<file path="src/rtl/psr_stack_unit.sv">
// psr_stack_unit
//   Program-status register unit: APSR flags, IPSR exception number and
//   EPSR (T, ICI/IT), with IT-state advance per retired instruction and a
//   LIFO shadow stack that saves/restores the whole PSR on exception
//   entry/return.
//
// Parameters
//   FLAG_W      number of APSR flags, MSB = N mapped from xPSR[31] (1..8)
//   EXC_W       IPSR exception-number width (1..9)
//   STACK_DEPTH number of shadow-stack entries (>= 1)
//
// Ports
//   clk, rst              clock, synchronous active-high reset
//   set_data[31:0]        xPSR-format write data / new exception number on push
//   en_apsr[FLAG_W-1:0]   per-flag write enables
//   en_ipsr, en_epsr      IPSR / EPSR write enables
//   inst_valid            one instruction retires this cycle (IT advance)
//   push, pop             exception entry / return
//   apsr, ipsr, epsr      registered PSR fields
//   in_it_blk, it_last    IT block active / last instruction of IT block
//   it_cond[3:0]          condition of the current IT instruction
//   depth                 occupied stack entries
//   stack_full/empty      stack status decoded from depth
//   stack_err             sticky illegal-stack-operation flag
module psr_stack_unit #(
    parameter int FLAG_W      = 5,
    parameter int EXC_W       = 9,
    parameter int STACK_DEPTH = 4
) (
    input  logic                               clk,
    input  logic                               rst,
    input  logic [31:0]                        set_data,
    input  logic [FLAG_W-1:0]                  en_apsr,
    input  logic                               en_ipsr,
    input  logic                               en_epsr,
    input  logic                               inst_valid,
    input  logic                               push,
    input  logic                               pop,
    output logic [FLAG_W-1:0]                  apsr,
    output logic [EXC_W-1:0]                   ipsr,
    output logic [9:0]                         epsr,
    output logic                               in_it_blk,
    output logic                               it_last,
    output logic [3:0]                         it_cond,
    output logic [$clog2(STACK_DEPTH+1)-1:0]   depth,
    output logic                               stack_full,
    output logic                               stack_empty,
    output logic                               stack_err
);

    localparam int DW    = $clog2(STACK_DEPTH + 1);
    localparam int AW    = (STACK_DEPTH > 1) ? $clog2(STACK_DEPTH) : 1;
    localparam int ENT_W = FLAG_W + EXC_W + 10;

    logic [ENT_W-1:0] stack_mem [STACK_DEPTH];

    logic [7:0]    it_cur;
    logic [7:0]    it_nxt;
    logic [9:0]    epsr_adv;
    logic          illegal;
    logic          do_pop;
    logic          do_push;
    logic          may_adv;
    logic [AW-1:0] push_idx;
    logic [AW-1:0] pop_idx;

    // IT state is scattered across EPSR: it = {epsr[6:3], epsr[2:1], epsr[9:8]}
    assign it_cur    = {epsr[6:3], epsr[2:1], epsr[9:8]};
    assign it_cond   = it_cur[7:4];
    assign in_it_blk = (it_cur[3:0] != 4'b0000);
    assign it_last   = (it_cur[3:0] == 4'b1000);

    assign stack_full  = (depth == DW'(STACK_DEPTH));
    assign stack_empty = (depth == '0);

    assign illegal = (push && pop) || (push && stack_full) || (pop && stack_empty);
    assign do_pop  = pop  && !illegal;
    assign do_push = push && !illegal;
    assign may_adv = (en_apsr == '0) && !en_ipsr && !en_epsr && inst_valid;

    // Index truncation is safe: push never happens when full, pop never when empty
    assign push_idx = AW'(depth);
    assign pop_idx  = AW'(depth - DW'(1));

    // End of block (it[2:0]==0) clears the state; otherwise shift the mask
    // and low condition bit while holding the upper condition bits.
    always_comb begin
        it_nxt = '0;
        if (it_cur[2:0] != 3'b000) begin
            it_nxt = {it_cur[7:5], it_cur[3:0], 1'b0};
        end
        epsr_adv = {it_nxt[1:0], epsr[7], it_nxt[7:4], it_nxt[3:2], epsr[0]};
    end

    always_ff @(posedge clk) begin
        if (rst) begin
            apsr      <= '0;
            ipsr      <= '0;
            epsr      <= 10'b0010000000;
            depth     <= '0;
            stack_err <= 1'b0;
        end else if (illegal) begin
            stack_err <= 1'b1;
        end else if (do_pop) begin
            {apsr, ipsr, epsr} <= stack_mem[pop_idx];
            depth              <= depth - DW'(1);
        end else if (do_push) begin
            depth <= depth + DW'(1);
            ipsr  <= set_data[EXC_W-1:0];
            // Clear IT bits, keep T (bit 7) and a (bit 0)
            epsr  <= {2'b00, epsr[7], 6'b000000, epsr[0]};
        end else begin
            for (int unsigned i = 0; i < FLAG_W; i++) begin
                if (en_apsr[i]) begin
                    apsr[i] <= set_data[32 - FLAG_W + i];
                end
            end
            if (en_ipsr) begin
                ipsr <= set_data[EXC_W-1:0];
            end
            if (en_epsr) begin
                epsr <= {set_data[26:24], set_data[15:9]};
            end else if (may_adv) begin
                epsr <= epsr_adv;
            end
        end
    end

    // Stack storage has no reset; depth alone marks valid entries
    always_ff @(posedge clk) begin
        if (!rst && do_push) begin
            stack_mem[push_idx] <= {apsr, ipsr, epsr};
        end
    end

endmodule

</file>
<file path="config.mk">
export PLATFORM = sky130hd
export DESIGN_NAME = psr_stack_unit
export DESIGN_NICKNAME = d
export VERILOG_FILES = /design/src/rtl/psr_stack_unit.sv
export SDC_FILE = /design/constraint.sdc
export NUM_CORES = 1
export LEC_CHECK = 0
export ABC_AREA = 1
export CAP_MARGIN = 20
export CORE_MARGIN = 5
export CORE_UTILIZATION = 45
export CTS_BUF_LIST = sky130_fd_sc_hd__clkbuf_8
export CTS_CLUSTER_DIAMETER = 50
export CTS_CLUSTER_SIZE = 8
export DETAILED_ROUTE_END_ITERATION = 10
export PLACE_DENSITY_LB_ADDON = 0.12
export RECOVER_POWER = 50
export SYNTH_ARGS = -nofsm -noshare
export SYNTH_HDL_FRONTEND = slang
export SYNTH_SLANG_ARGS = --single-unit
</file>
<file path="constraint.sdc">
create_clock -name clk -period 2.7 [get_ports clk]
set_input_delay 0.54 -clock clk [delete_from_list [all_inputs] [get_ports clk]]
set_output_delay 0.54 -clock clk [all_outputs]
set_load 0.1 [all_outputs]
</file>
==> results.md <==
* CTS clk-pin slew, worst paths at 0.07 ns
* Top-count cell post-synth: edfxtp_1
* Net Switching at 1.66 mW
* Final setup margin at 0.407 ns
* R2R Setup Slk at 0.59 ns
* DRC viols at 0
* Syn. warnings at 0
* Setup violation total in the final timing report at 0
* Seq pwr share at 47.7%
* Slew at the pin closest to its max-slew limit at 1.21 ns
* FF-to-FF End: apsr[1]
* Hold EP: stack_err
* Logic gate share of total power at 25.0%
* Most used DFF post-synth: edfxtp_1
* Setup CP Type: flop to primary output
* Core footprint at 11500 um2
* Placed Area at 6180 um2
* Die area at 14100 um2
* CTS Hold Bufs at 0
* Worst reg2reg path depth at 9
* Post-synth ARST share at 0%
* Crit path DAT at 1.75 ns
* Crit path capture type: primary output
* Synthesized instance count at 510
* Final Critical Period at 2.29 ns
* Htree depth at 4
* Req. time, crit path at 2.16 ns
* Peak supply drop at 0.489 mV
* Synth Register Bits at 124
* Synth-to-layout area growth at 20.1%
* Final hold violation count at 0
* Vias at 3782
* Leakage power at 2.48 nW
* Dpl hpwl at 7.91 mm
* DR iter-0 viols at 226
* I/O Pins at 80
* Initial antenna violation count at 0
* Switching power share of the total at 35.1%
* Post-CTS Repair Setup Buffers at 0
* Top cell type's share of synthesized area at 54.2%
* CTS root buffer: clkbuf_8
* RSZ-0062 raised after global routing: no
* Fillers at 1023
* Maximum fanout along the worst path at 6
* Power Total at 4.73 mW
* Clock latency on the worst-skew pair at 0.41 ns
* Post-Syn Nets at 559
* Ant diodes at 0
* Most frequent cells after synthesis: edfxtp_1 (96), nand2_1 (86), nor2_1 (86)
* Gates resized, CTS repair at 0
* First-pass GRT wire length at 20.3 mm
* GPL Wtd Cong at 0.739
* Remaining antenna violation count at 0
* Period utilization at 84.9%
* FMAX at 436 MHz
* Slew margin rel. at 19.4%
* Critical hold path startpoint: stack_err
* Cells on Worst Hold Path at 2
* Setup TNS at 0 ns
* Power share of the clock group at 27.2%
* WP buf/inv at 1
* Nets at 640
* Yosys top cell by area: edfxtp_1
* HP Class: flop to flop
* Status: complete, no violations
* Die Wd at 119 um
* Via/cell ratio at 5.08
* Routed wire length per instance at 16.5 um
* CP peak stage delay at 0.92 ns
* Sequential-to-total area share from yosys stat at 64.7%
* CP max stage cell: clkbuf_1
* Max_cap viols at 0
* Critical Path Start Type: flop
* Chip height at 119 um
* Layout cells sized above 1 at 14.5%
* Vias in the first global route at 3907
* Starting density of the core at 46.2%
* Top cells by area, synth: edfxtp_1 (54%), dfxtp_1 (11%), nand2_1 (6.1%)
* CP delay by family, top: buffers and inverters
* Crit-path cells: clkbuf_1
* Clock net sink count at 124
* Hold_ws at 0.468 ns
* GR Overflow Total at 0
* Routed WL at 12.3 mm
* Clk_skew at 0.0116 ns
* Yosys cell types at 30
* CTS tree: done
* Cell Pwr Density at 740 nW/um2
* EDFF count, synth at 96
* Global router's overall resource usage at 18.6%
* Synth Cell Area at 5320 um2
* DR pass1 iterations at 5
* Largest net degree at the start of global routing at 57
* Final instance area at 6390 um2
* FP Rows at 39
* Maximum root-to-sink buffer count at 2
* Launching point of the worst reg2reg path: depth[1]
* Power Internal at 3.07 mW
* Dpl ws at 0.241 ns
* Port Buf Inserts at 71
* TritonCTS buffer count at 17
* Max Slew Vio Count at 0
* Synthesized area per cell at 10.4 um2
worst max path at each step:
stage / start / to / slack, ns / cells past startpoint
final: epsr[0] / epsr[0] / 0.41 / 1
after global routing: epsr[0] / epsr[0] / 0.32 / 1
after CTS: depth[0] / depth[0] / 0.41 / 2
after detailed placement: push / apsr[1] / 0.24 / 8
after global placement: push / apsr[1] / 0.26 / 8
after floorplan: depth[0] / stack_mem[0][0] / 0.008 / 9
area by class of cell:
class | count | area, um2 | area share [%]
inverter | 34 | 133 | 2.08
tap | 143 | 179 | 2.80
timing repair buffer | 87 | 678 | 10.6
sequential | 124 | 3450 | 54.0
clock inverter | 12 | 60.1 | 0.940
multi-input combinational | 327 | 1640 | 25.7
clock buffer | 18 | 248 | 3.88
state kept, by name, indices dropped and copies added (netlist names):
register   cells
apsr           5
depth          3
epsr          10
ipsr           9
stack_err      1
stack_mem     96
cell usage in the layout, fill, tap and decap left out, types with 2 or more instances in the layout:
cell type,instances
nor2_2,2
nand2_2,2
o21ai_0,58
nand2_4,2
dfxtp_1,26
clkbuf_2,10
buf_4,19
nor2_4,4
edfxtp_1,96
or2_2,6
clkbuf_8,18
nand3_4,2
inv_4,2
clkinvlp_4,3
ha_1,5
nor2_1,81
a21boi_0,2
o211ai_1,3
nand2_1,87
inv_2,5
clkinv_2,3
inv_1,29
nand3b_1,4
clkdlybuf4s50_1,35
clkbuf_1,20
buf_12,3
a21oi_1,18
mux2i_1,11
clkinv_1,4
o21ai_1,5
nand3_1,29
cell families after synthesis:
family | share of synthesized area (%)
AO/OA/AOI/OAI | 8.93
flip-flops | 64.7
buffers and inverters | 5.36
multiplexers | 2.07
AND/OR/NAND/NOR | 17.8
adder cells (fa/ha/maj) | 1.18
power groups by stage:
stage               Sequential (mW)  Combinational, mW  Clock [mW]
global route                   2.27               1.29        1.42
floorplan                      2.63              0.581           0
finish                         2.26               1.18        1.29
detailed placement             2.30               1.23           0
global placement               2.29               1.23           0
CTS                            2.26               1.24        1.32
per-layer routing:
metal	share of wire (%)	wire, um	vias up	track usage (%)
li1	-	-	1889	-
met1	43	5330	1800	23.6
met2	51	6200	87	30.8
met3	5.2	638	6	4.87
met4	0.78	96	0	6.44
met5	0	0	-	0
through the flow:
step | std cells | utilization [%]
2_1_floorplan | 510 | -
3_3_place_gp | 715 | 53.7
3_5_place_dp | 715 | 53.7
4_1_cts | 745 | 56.4
5_1_grt | 745 | 55.5
6_report | 745 | 55.5
(Power assumes the default switching activity.)
==> variant (same flow settings) <==
Set the parameter `STACK_DEPTH` to 8 (it was 4).
--- a/src/rtl/psr_stack_unit.sv
+++ b/src/rtl/psr_stack_unit.sv
@@ -26,5 +26,5 @@
     parameter int FLAG_W      = 5,
     parameter int EXC_W       = 9,
-    parameter int STACK_DEPTH = 4
+    parameter int STACK_DEPTH = 8
 ) (
     input  logic                               clk,
Ports: changed (resized depth); port bits go from 80 to 81. The function was not compared with the original's and may differ.
==> variant against the original RTL <==
  * Setup slack worse by 0.18 ns
  * Sequential cell count up 97
  * Area after synthesis up 83%
  * Global-route usage up 0.18 points
  * Count of clock-buffer cells in the layout up 13
  * Critical path depth up 7
  * Routed wire length up 88%
  * Clock power up 75%
  * Final cell count up 81%
  * Non-clock buffer count up 16
  * Cell area up 76%
  * Fmax down 7.4%
  * Power up 75%
  * Critical path type is now reg -> reg
  * Critical endpoint is now stack_mem[0][13]
==> variant: results (changes against the original RTL) <==
INFO  metric first_pass_grt_wire_length = 36100 um (+78%)
INFO  metric route.vias.total = 6714 (+78%)
INFO  metric power.leakage = 4.56 nW (+84%)
INFO  metric ir_drop = 0.000491 V (+0.36%)
INFO  metric tritoncts.num_buffers = 31 (+14)
INFO  metric dpl.hpwl = 13800 um (+75%)
INFO  metric tightest_slew_margin_relative_to_the_limit = 36.8% (+17 points)
INFO  metric ctsLongestPathBuffers = 3 (+1)
INFO  metric status = completed
INFO  metric met1_usage = 26.3% (+2.7 points)
INFO  metric count_of_flip_flops_with_a_built_in_enable_after_synthesis = 192 (+100%)
INFO  metric globalRouteMet2Util = 30.8% (-0.050 points)
INFO  metric timing.critical_path.from = depth[1]
INFO  metric num-fill-cells = 1873 (+83%)
INFO  metric synth_top_cells_by_count = 228 x sky130_fd_sc_hd__nor2_1, 209 x sky130_fd_sc_hd__nand2_1, 192 x sky130_fd_sc_hd__edfxtp_1
INFO  metric wirelength_met1 = 10800 um (+100%)
INFO  metric global_route_usage_over_all_layers = 18.7% (+0.18 points)
INFO  metric timing.clock.skew = 0.0157 ns (+0.00415 ns)
INFO  metric io_buffer_count = 72 (+1.4%)
INFO  metric seq_area_frac_synth = 65.3% (+0.57 points)
INFO  metric met3_length = 978 um (+53%)
INFO  metric placed_cell_area = 0.0108 sq mm (+75%)
INFO  metric area_delta_synth_final = 15.9%
INFO  metric antenna_found_initial = 0 (unchanged)
INFO  metric yosys.cell_types.count = 32 (+6.7%)
INFO  metric largest_net_degree_at_the_start_of_global_routing = 59 (+3.5%)
INFO  metric ctsHtreeMaxLevel = 1 (-3)
INFO  metric clk-insertion-delay-late = 0.56 ns (+0.15 ns)
INFO  metric layout-drive-gt1-share = 12.4% (-2.1 points)
INFO  metric critical_path.max_fanout = 24 (+18)
INFO  metric routabilityCongestion = 0.783 (+5.9%)
INFO  metric met3_usage = 2.86% (-2.0 points)
INFO  metric synth_top_cells_by_area = sky130_fd_sc_hd__edfxtp_1 59%, sky130_fd_sc_hd__nor2_1 8.8%, sky130_fd_sc_hd__nand2_1 8.1%, sky130_fd_sc_hd__dfxtp_1 6.0%, sky130_fd_sc_hd__o21ai_0 3.9%
INFO  metric drt_iter0_markers = 419 (+85%)
INFO  metric met2_wirelength = 10800 um (+75%)
INFO  metric grt_pass1_vias = 6513 (+67%)
INFO  metric worst-endpoint-arrival = 2.66 ns (+0.91 ns)
variant: stage by stage:
step | setup slack [ns] | cells
2_1_floorplan | -0.198 | 965
5_1_grt | 0.126 | 1348
3_5_place_dp | 0.170 | 1290
6_report | 0.223 | 1348
4_1_cts | 0.350 | 1348
3_3_place_gp | 0.191 | 1290
variant: kinds of logic (layout without fill, tap and decap cells):
logic type | Yosys count | count (layout) | synth area share, %
XOR/XNOR | 4 | 4 | 0.631
AO/OA/AOI/OAI | 97 | 97 | 5.11
buffers and inverters | 119 | 227 | 6.51
flip-flops | 221 | 221 | 65.3
adder cells (fa/ha/maj) | 3 | 3 | 0.386
AND/OR/NAND/NOR | 521 | 521 | 22.1
variant: worst max-delay path, stage by stage (launching register included):
cell and delay [ns]:
sky130_fd_sc_hd__dfxtp_4 0.40, sky130_fd_sc_hd__inv_1 0.15, sky130_fd_sc_hd__ha_4 0.22, sky130_fd_sc_hd__nand3_4 0.07, sky130_fd_sc_hd__nand3_2 0.21, sky130_fd_sc_hd__nor2_4 0.20, sky130_fd_sc_hd__inv_4 0.08, sky130_fd_sc_hd__nor2_2 0.08
sky130_fd_sc_hd__clkbuf_2 0.68
variant: layout make-up:
class                      instances  area share [%]
multi-input combinational        625            24.9
tap                              275            3.05
clock inverter                    27           0.933
inverter                          66            2.37
timing repair buffer             103            8.54
sequential                       221            56.4
clock buffer                      31            3.79
variant: where the power goes:
part           leakage (nW)  switching (mW)  total (mW)  internal [mW]
Sequential             2.00           0.146        4.02           3.87
Combinational          2.20            1.44        2.00          0.561
Clock                 0.362            1.20        2.26           1.06
variant: worst paths after layout:
path	slack, ns	cells after the start	end
setup / recovery	0.22	8	stack_mem[0][13]
hold / removal	0.52	2	stack_err
setup reg to reg	0.22	8	stack_mem[0][13]
hold reg to reg	0.52	2	stack_err
